--- config.mk ---
export PLATFORM = sky130hd
export DESIGN_NAME = round_robin_arbiter
export DESIGN_NICKNAME = d
export VERILOG_FILES = /design/src/rtl/round_robin_arbiter.sv
export SDC_FILE = /design/constraint.sdc
export NUM_CORES = 1
export LEC_CHECK = 0
export CORE_MARGIN = 8
export CORE_UTILIZATION = 35
export CTS_CLUSTER_DIAMETER = 80
export DETAILED_ROUTE_END_ITERATION = 7
export REMOVE_ABC_BUFFERS = 1
export SLEW_MARGIN = 25
export SYNTH_ARGS = -nofsm -noshare
export SYNTH_HDL_FRONTEND = slang
export SYNTH_SLANG_ARGS = --single-unit
--- constraint.sdc ---
create_clock -name clk -period 2.4 [get_ports clk]
set_clock_uncertainty 0.15 [all_clocks]
set_input_delay 0.36 -clock clk [delete_from_list [all_inputs] [get_ports clk]]
set_output_delay 0.36 -clock clk [all_outputs]
set_load 0.02 [all_outputs]
--- src/rtl/round_robin_arbiter.sv ---
// Bursted round-robin drain of two show-ahead FIFOs into one registered stream.
// Optional saturating pop counters are enabled by defining ARB_COUNTERS_EN.
module round_robin_arbiter #(
  parameter int DATA_WIDTH = 6,
  parameter int BURST      = 4
) (
  input  logic                  clk,
  input  logic                  reset_L,
  input  logic                  fifo0_empty,
  input  logic                  fifo1_empty,
  input  logic [DATA_WIDTH-1:0] fifo0_data,
  input  logic [DATA_WIDTH-1:0] fifo1_data,
  input  logic                  dest_almost_full,
  output logic                  pop0,
  output logic                  pop1,
  output logic [DATA_WIDTH-1:0] data_out,
  output logic                  valid_out,
  output logic                  selector
`ifdef ARB_COUNTERS_EN
  ,
  output logic [7:0]            count0,
  output logic [7:0]            count1
`endif
);

  localparam int CNT_W = (BURST > 1) ? $clog2(BURST) : 1;
  localparam logic [CNT_W-1:0] LAST = CNT_W'(BURST - 1);

  typedef enum logic [1:0] {IDLE, SERVE0, SERVE1} state_t;

  state_t           state, state_nxt;
  logic             ptr, ptr_nxt;
  logic [CNT_W-1:0] burst_cnt, cnt_nxt;
  logic             active, q, empty_q, empty_o;

  always_comb begin
    state_nxt = state;
    ptr_nxt   = ptr;
    cnt_nxt   = burst_cnt;
    pop0      = 1'b0;
    pop1      = 1'b0;
    active    = 1'b0;
    q         = 1'b0;
    empty_q   = 1'b1;
    empty_o   = 1'b1;
    // Pops are gated by reset so the strobes stay low while reset is held.
    if (reset_L && !dest_almost_full) begin
      unique case (state)
        IDLE: begin
          if (!fifo0_empty || !fifo1_empty) begin
            q      = fifo0_empty ? 1'b1 : (fifo1_empty ? 1'b0 : ptr);
            active = 1'b1;
          end
        end
        SERVE0: begin
          q      = 1'b0;
          active = 1'b1;
        end
        SERVE1: begin
          q      = 1'b1;
          active = 1'b1;
        end
        default: state_nxt = IDLE;
      endcase
      empty_q = q ? fifo1_empty : fifo0_empty;
      empty_o = q ? fifo0_empty : fifo1_empty;
      if (active) begin
        if (!empty_q) begin
          pop0      = ~q;
          pop1      = q;
          state_nxt = q ? SERVE1 : SERVE0;
          if (burst_cnt == LAST) begin
            cnt_nxt = '0;
            if (!empty_o) begin
              state_nxt = q ? SERVE0 : SERVE1;
              ptr_nxt   = ~q;
            end
          end else begin
            cnt_nxt = burst_cnt + CNT_W'(1);
          end
        end else if (!empty_o) begin
          // Served queue drained: spend one cycle switching to the other.
          state_nxt = q ? SERVE0 : SERVE1;
          ptr_nxt   = ~q;
          cnt_nxt   = '0;
        end else begin
          state_nxt = IDLE;
          ptr_nxt   = ~q;
          cnt_nxt   = '0;
        end
      end
    end
  end

  always_ff @(posedge clk or negedge reset_L) begin
    if (!reset_L) begin
      state     <= IDLE;
      ptr       <= 1'b0;
      burst_cnt <= '0;
      data_out  <= '0;
      valid_out <= 1'b0;
      selector  <= 1'b0;
    end else begin
      state     <= state_nxt;
      ptr       <= ptr_nxt;
      burst_cnt <= cnt_nxt;
      valid_out <= pop0 | pop1;
      if (pop0 | pop1) begin
        data_out <= pop1 ? fifo1_data : fifo0_data;
        selector <= pop1;
      end
    end
  end

`ifdef ARB_COUNTERS_EN
  function automatic logic [7:0] sat_inc(input logic [7:0] v);
    return (v == 8'hFF) ? v : v + 8'd1;
  endfunction

  always_ff @(posedge clk or negedge reset_L) begin
    if (!reset_L) begin
      count0 <= 8'd0;
      count1 <= 8'd0;
    end else begin
      if (pop0) count0 <= sat_inc(count0);
      if (pop1) count1 <= sat_inc(count1);
    end
  end
`endif

endmodule

==> results of run 1 <==
## stage by stage
step | instance area [µm²] | cells | worst slack, ps | util [%]
floorplan | 827 | 81 | 535 | -
global placement | 1220 | 148 | -141 | 54.1
detailed placement | 1220 | 148 | -138 | 54.1
CTS | 1250 | 152 | 0.0155 | 55.3
global route | 1240 | 152 | 4.42 | 54.9
finish | 1240 | 152 | 155 | 54.9
## sequential cells by signal, summed over array words and instances, names as in the netlist
| register | count |
|---|---|
| selector | 1 |
| state | 2 |
| burst_cnt | 2 |
| valid_out | 1 |
| data_out | 6 |
| ptr | 1 |
## area by class of cell
| class | count | area, µm² | share of cell area, % |
|---|---|---|---|
| timing repair buffer | 39 | 348 | 28.1 |
| clock buffer | 3 | 22.5 | 1.82 |
| sequential | 13 | 325 | 26.3 |
| multi-input combinational | 60 | 472 | 38.1 |
| tap | 28 | 35.0 | 2.83 |
| clock inverter | 1 | 5.00 | 0.404 |
| inverter | 8 | 30.0 | 2.43 |
## cells in the final DEF, fill, tap and decap left out, drive strengths merged
| master | instances |
|---|---|
| nor3b | 2 |
| nor2 | 6 |
| a221oi | 1 |
| nand2 | 10 |
| a21boi | 1 |
| a2bb2oi | 1 |
| o2111ai | 1 |
| clkbuf | 5 |
| clkinv | 1 |
| a32oi | 1 |
| nor3 | 1 |
| mux2 | 1 |
| o21bai | 1 |
| ha | 6 |
| o21a | 1 |
| a22o | 1 |
| o31ai | 1 |
| o21ba | 1 |
| clkdlybuf4s50 | 24 |
| or2 | 1 |
| o41ai | 1 |
| buf | 13 |
| o311ai | 1 |
| and2 | 1 |
| a21oi | 3 |
| inv | 8 |
| o221ai | 1 |
| mux2i | 6 |
| dfrtp | 13 |
| nor2b | 1 |
| o21ai | 9 |
## worst max-delay path by stage
stage,to,slack (ps),cells after the start
after global placement,pop1,-140,5
after floorplan,pop0,530,7
after CTS,pop1,0.02,6
after detailed placement,pop1,-140,5
final,pop1,160,6
after global routing,pop1,4,6
## logic make-up after synthesis
family	after synthesis
multiplexers	7
flip-flops	13
AO/OA/AOI/OAI	25
AND/OR/NAND/NOR	22
adder cells (fa/ha/maj)	6
buffers and inverters	10
## synthesized netlist by cell type (all sizes together) (2+ instances only)
master and count:
dfrtp 13, inv 8, nor3b 2, mux2i 6, o21ai 9, nor2 6
nand2 10, a21oi 3, buf 2, ha 6
## repair_timing
item,in CTS,in global routing
endpoints found under the hold margin,0,0
endpoints found under the setup margin,2,2
pin swaps,0,0
gates resized for setup,3,3
## power groups by stage
stage,Sequential (mW),Clock (mW),Combinational [mW]
final,0.370,0.139,0.791
after global routing,0.385,0.155,0.875
after global placement,0.371,0,0.793
after detailed placement,0.376,0,0.802
after CTS,0.373,0.143,0.801
after floorplan,0.440,0,0.398
## metal layers
layer	GRT usage (%)	up-vias
met5	0	-
met4	3.54	0
met3	5.15	4
met2	16.5	26
met1	10.7	341
li1	-	379
==> flow_metrics.env, run 1 <==
export IMPL_outcome="complete, no violations"
export IMPL_setup_viol=0
export IMPL_grt_start_max_net_pins=15
export IMPL_synth_top_family_by_area="compound AO/OA/AOI/OAI gates"
export IMPL_grt_pass1_vias=816
export IMPL_synth_top_area_cell="dfrtp_1"
export IMPL_hold_ws_ps=293
export IMPL_place_congestion=0.833
export IMPL_start_util_pct=37.4
export IMPL_worst_path_max_delay_cell="dfrtp_1"
export IMPL_cts_setup_buffers=0
export IMPL_arrival_ps=1730
export IMPL_fin_nets=148
export IMPL_synth_seq_area_share_pct=38.6
export IMPL_swShare_pct=41.0
export IMPL_critPathLaunchType="flip-flop"
export IMPL_worstMarginPinSlew_ps=365
export IMPL_avgRoutedWirePerCell_um=13.3
export IMPL_n_fill_cell=222
export IMPL_cts_tree="built"
export IMPL_period_share_pct=93.5
export IMPL_ir_worst_vdd_mv=0.662
export IMPL_io_buffers=26
export IMPL_overflow=0
export IMPL_ys_flop_type="dfrtp_1"
export IMPL_htreeDepth=1
export IMPL_cp_slowest_stage_delay_ps=410
export IMPL_total_power_mw=1.30
export IMPL_period_needed_ps=2240
export IMPL_netlist_instances=83
export IMPL_crit_path_max_fanout=4
export IMPL_power_frac_comb_pct=60.8
export IMPL_grt_first_pass_wirelength_um=3440
export IMPL_rr_worst_depth=7
export IMPL_antenna_found_initial=0
export IMPL_syn_area_per_cell_um2=10.2
export IMPL_crit_buf_inv=2
export IMPL_cp_required_ps=1890
export IMPL_pwr_share_seq_pct=28.5
export IMPL_first_pass_iters=3
export IMPL_r2r_end="state[0]$_DFFE_PN0P_"
export IMPL_yosysWarnings=0
export IMPL_fmax_ghz=0.445
export IMPL_synthAdderAreaFrac_pct=8.90
export IMPL_p_int_mw=0.766
export IMPL_synth_edf_count=0
export IMPL_cts_buffer_depth=2
export IMPL_synth_area_um2=843
export IMPL_die_height_um=65.1
export IMPL_die_area_mm2=0.00424
export IMPL_postCtsHoldBufs=0
export IMPL_rsz0062_at_grt="false"
export IMPL_synth_compound_area_share_pct=24.9
export IMPL_reg2reg_from="state[0]$_DFFE_PN0P_"
export IMPL_root_buffer="clkbuf_4"
export IMPL_ys_types=36
export IMPL_synth_mux_area_share_pct=8.90
export IMPL_antenna_cells=0
export IMPL_met2WireLength_um=885
export IMPL_num_vias=750
export IMPL_top_layer="met4"
export IMPL_yosys_area_share_simple_pct=13.2
export IMPL_cp_end_kind="output pin"
export IMPL_synth_area_leaders="dfrtp_1, ha_1, mux2i_1, nand2_1, o21ai_1"
export IMPL_synthDominantCellAreaShare_pct=38.6
export IMPL_drt_met1_wl_um=898
export IMPL_p_per_area_mw_per_mm2=1050
export IMPL_antenna_left=0
export IMPL_ys_seq_elements=13
export IMPL_cp_cell_sequence="inv_1 > ha_1 > a21boi_2 > o21a_1 > and2_1 > clkbuf_2"
export IMPL_grtUsageTotal_pct=10.0
export IMPL_clk_pin_slew_ps=90
export IMPL_die_w_um=65.1
export IMPL_syn_to_final_growth_pct=46.7
export IMPL_dr_wl_met3_um=194
export IMPL_ys_async_sr_fraction_pct=100
export IMPL_power_leakage_nw=0.565
export IMPL_dp_hpwl_um=1680
export IMPL_cpLargestDelayFamily="compound AO/OA/AOI/OAI gates"
export IMPL_rrSetupSlack_ps=440
export IMPL_numCtsBuffers=3
export IMPL_ioPinCount=27
export IMPL_cts_sinks=13
export IMPL_hold_violations=0
export IMPL_clkPwrFrac_pct=10.7
export IMPL_maxCapViolations=0
export IMPL_drt_iter0_markers=34
export IMPL_rows=17
export IMPL_drv_slew=0
export IMPL_insertion_delay_ps=280
export IMPL_finalWirelength_um=2020
export IMPL_path_class="reg -> out"
export IMPL_vias_per_cell=4.93
export IMPL_synth_xor_area_share_pct=0
export IMPL_fin_setup_tns_ps=0
export IMPL_p_switching_mw=0.534
export IMPL_core_area_mm2=0.00225
export IMPL_slew_headroom_pct=75.3
export IMPL_crit_start="state[0]$_DFFE_PN0P_"
export IMPL_min_path_type="in -> async"
export IMPL_drcViolationCount=0
export IMPL_drive_gt1_share_pct=26.6
(Power assumes the default switching activity.)
==> inputs of run 2 (changes only) <==
- CORE_UTILIZATION: 35 -> 45
- MAX_ROUTING_LAYER: unset -> met4
- PLACE_DENSITY: unset -> 0.78
==> run 2 against run 1 <==
  * Clock-buffer cell count is 1 higher
  * Combinational power rose by 0.8%
  * Critical path depth unchanged
  * Clock power barely moved
  * Final cell count shrank 2.0%
  * Highest routed layer unchanged
  * Fmax up 0.38%
  * Sequential power barely moved
==> flow_metrics.env, run 2 (synthesis gave the netlist of run 1 again) <==
export IMPL_outcome="complete, no violations"
export IMPL_place_ws_ps=-158
export IMPL_fin_area_mm2=0.00124
export IMPL_path_depth=6
export IMPL_drcViolationCount=0
export IMPL_total_power_mw=1.30
export IMPL_die_area_mm2=0.00352
export IMPL_insertion_delay_ps=280
export IMPL_cp_slowest_stage_delay_ps=420
export IMPL_ioPinCount=27
export IMPL_rr_worst_depth=8
export IMPL_grt_start_max_net_pins=15
export IMPL_drt_iter0_markers=6
export IMPL_worstMarginPinSlew_ps=360
export IMPL_fin_setup_tns_ps=0
export IMPL_first_pass_iters=2
export IMPL_clkPwrFrac_pct=10.5
export IMPL_slew_headroom_pct=75.6
export IMPL_pwr_share_seq_pct=28.5
export IMPL_overflow=0
export IMPL_endpoint="pop1"
export IMPL_place_area_mm2=0.00122
export IMPL_core_area_mm2=0.00175
export IMPL_root_buffer="clkbuf_4"
export IMPL_cp_cell_sequence="inv_1 > ha_1 > a21boi_2 > o21a_1 > and2_1 > clkbuf_2"
export IMPL_numCtsBuffers=3
export IMPL_cpLargestDelayFamily="flip-flops"
export IMPL_antenna_cells=0
export IMPL_grt_first_pass_wirelength_um=3470
export IMPL_drv_slew=0
export IMPL_path_class="reg -> out"
export IMPL_setup_viol=0
export IMPL_cp_required_ps=1890
export IMPL_ir_worst_vdd_mv=0.743
export IMPL_period_share_pct=93.2
export IMPL_period_needed_ps=2240
export IMPL_worst_path_max_delay_cell="dfrtp_1"
export IMPL_io_buffers=26
export IMPL_num_vias=750
export IMPL_n_fill_cell=150
export IMPL_crit_buf_inv=2
export IMPL_avgRoutedWirePerCell_um=13.3
export IMPL_cp_end_kind="output pin"
export IMPL_clk_pin_slew_ps=80
export IMPL_swShare_pct=40.5
export IMPL_syn_to_final_growth_pct=46.9
export IMPL_rows=15
export IMPL_die_w_um=59.3
export IMPL_reg_largest_list="data_out (6), burst_cnt (2), state (2)"
export IMPL_fin_util_pct=71.0
export IMPL_regMostFlops="data_out"
export IMPL_maxCapViolations=0
export IMPL_dp_cells=145
export IMPL_r2r_end="state[0]$_DFFE_PN0P_"
export IMPL_vias_per_cell=5.03
export IMPL_finalWirelength_um=1980
export IMPL_htreeDepth=1
export IMPL_cts_sinks=13
export IMPL_p_int_mw=0.776
export IMPL_die_height_um=59.3
export IMPL_largest_reg_flops=6
export IMPL_postCtsHoldBufs=0
export IMPL_crit_path_max_fanout=3
export IMPL_fin_cells=149
export IMPL_rsz0062_at_grt="false"
export IMPL_layout_setup_ws_ps=163
export IMPL_arrival_ps=1730
export IMPL_critPathLaunchType="flip-flop"
export IMPL_grt_pass1_vias=789
export IMPL_cts_buffer_depth=2
export IMPL_final_cell_mix="clkdlybuf4s50_1, dfrtp_1, buf_4, nand2_1"
export IMPL_cts_tree="built"
export IMPL_grtUsageTotal_pct=13.5
export IMPL_antenna_found_initial=0
export IMPL_antenna_left=0
export IMPL_crit_start="state[0]$_DFFE_PN0P_"
export IMPL_start_util_pct=48.3
export IMPL_min_path_type="in -> async"
export IMPL_layout_commonest_cell="clkdlybuf4s50_1"
export IMPL_hold_violations=0
export IMPL_fin_nets=148
export IMPL_hold_ws_ps=259
export IMPL_drive_gt1_share_pct=25.8
export IMPL_power_leakage_nw=0.563
export IMPL_power_frac_comb_pct=61.1
export IMPL_place_congestion=0.816
export IMPL_fmax_ghz=0.447
export IMPL_rrSetupSlack_ps=310
export IMPL_reg2reg_from="state[0]$_DFFE_PN0P_"
export IMPL_p_per_area_mw_per_mm2=1050
export IMPL_p_switching_mw=0.528
export IMPL_dp_hpwl_um=1630
## run 2: changes by cell type in the layout (fill, tap and decap cells not counted)
cell      delta
clkinv_2     -1
nor3b_2      -1
nor3b_4      +1
clkbuf_1     +1
## run 2: worst min-delay path by stage
stage	slack (ps)	start	to	depth (start not counted)
floorplan	-90	reset_L	burst_cnt[0]$_DFFE_PN0P_	0
global placement	320	data_out[5]$_DFFE_PN0P_	data_out[5]$_DFFE_PN0P_	2
detailed placement	320	data_out[4]$_DFFE_PN0P_	data_out[4]$_DFFE_PN0P_	2
CTS	250	reset_L	data_out[3]$_DFFE_PN0P_	2
global route	290	reset_L	state[1]$_DFFE_PN0P_	2
finish	260	reset_L	data_out[3]$_DFFE_PN0P_	2
## run 2: routing by layer
| layer | GRT usage, % | part of all wire (%) | vias to the layer above |
|---|---|---|---|
| met4 | 7.17 | 2.1 | 0 |
| li1 | - | - | 383 |
| met1 | 14.0 | 42 | 338 |
| met3 | 7.59 | 10 | 4 |
| met5 | - | 0 | - |
| met2 | 20.0 | 45 | 25 |
## run 2: layout make-up
class | instances | area, µm² | area share (%)
clock buffers | 4 | 26.3 | 2.12
inverters | 8 | 30.0 | 2.42
multi-input cells | 60 | 478 | 38.6
flip-flops and latches | 13 | 325 | 26.3
well taps | 25 | 31.3 | 2.53
repair buffers | 39 | 348 | 28.1
## run 2: power groups by stage
stage	clock [mW]	sequential, mW	combinational, mW
finish	0.136	0.371	0.797
global route	0.147	0.384	0.883
CTS	0.143	0.373	0.805
detailed placement	0	0.378	0.802
global placement	0	0.372	0.792
floorplan	0	0.440	0.398
## run 2: what timing repair did
action,4_1_cts,5_1_grt
buffers inserted,0,0
gates resized for setup,3,4
endpoints found under the setup margin,2,2
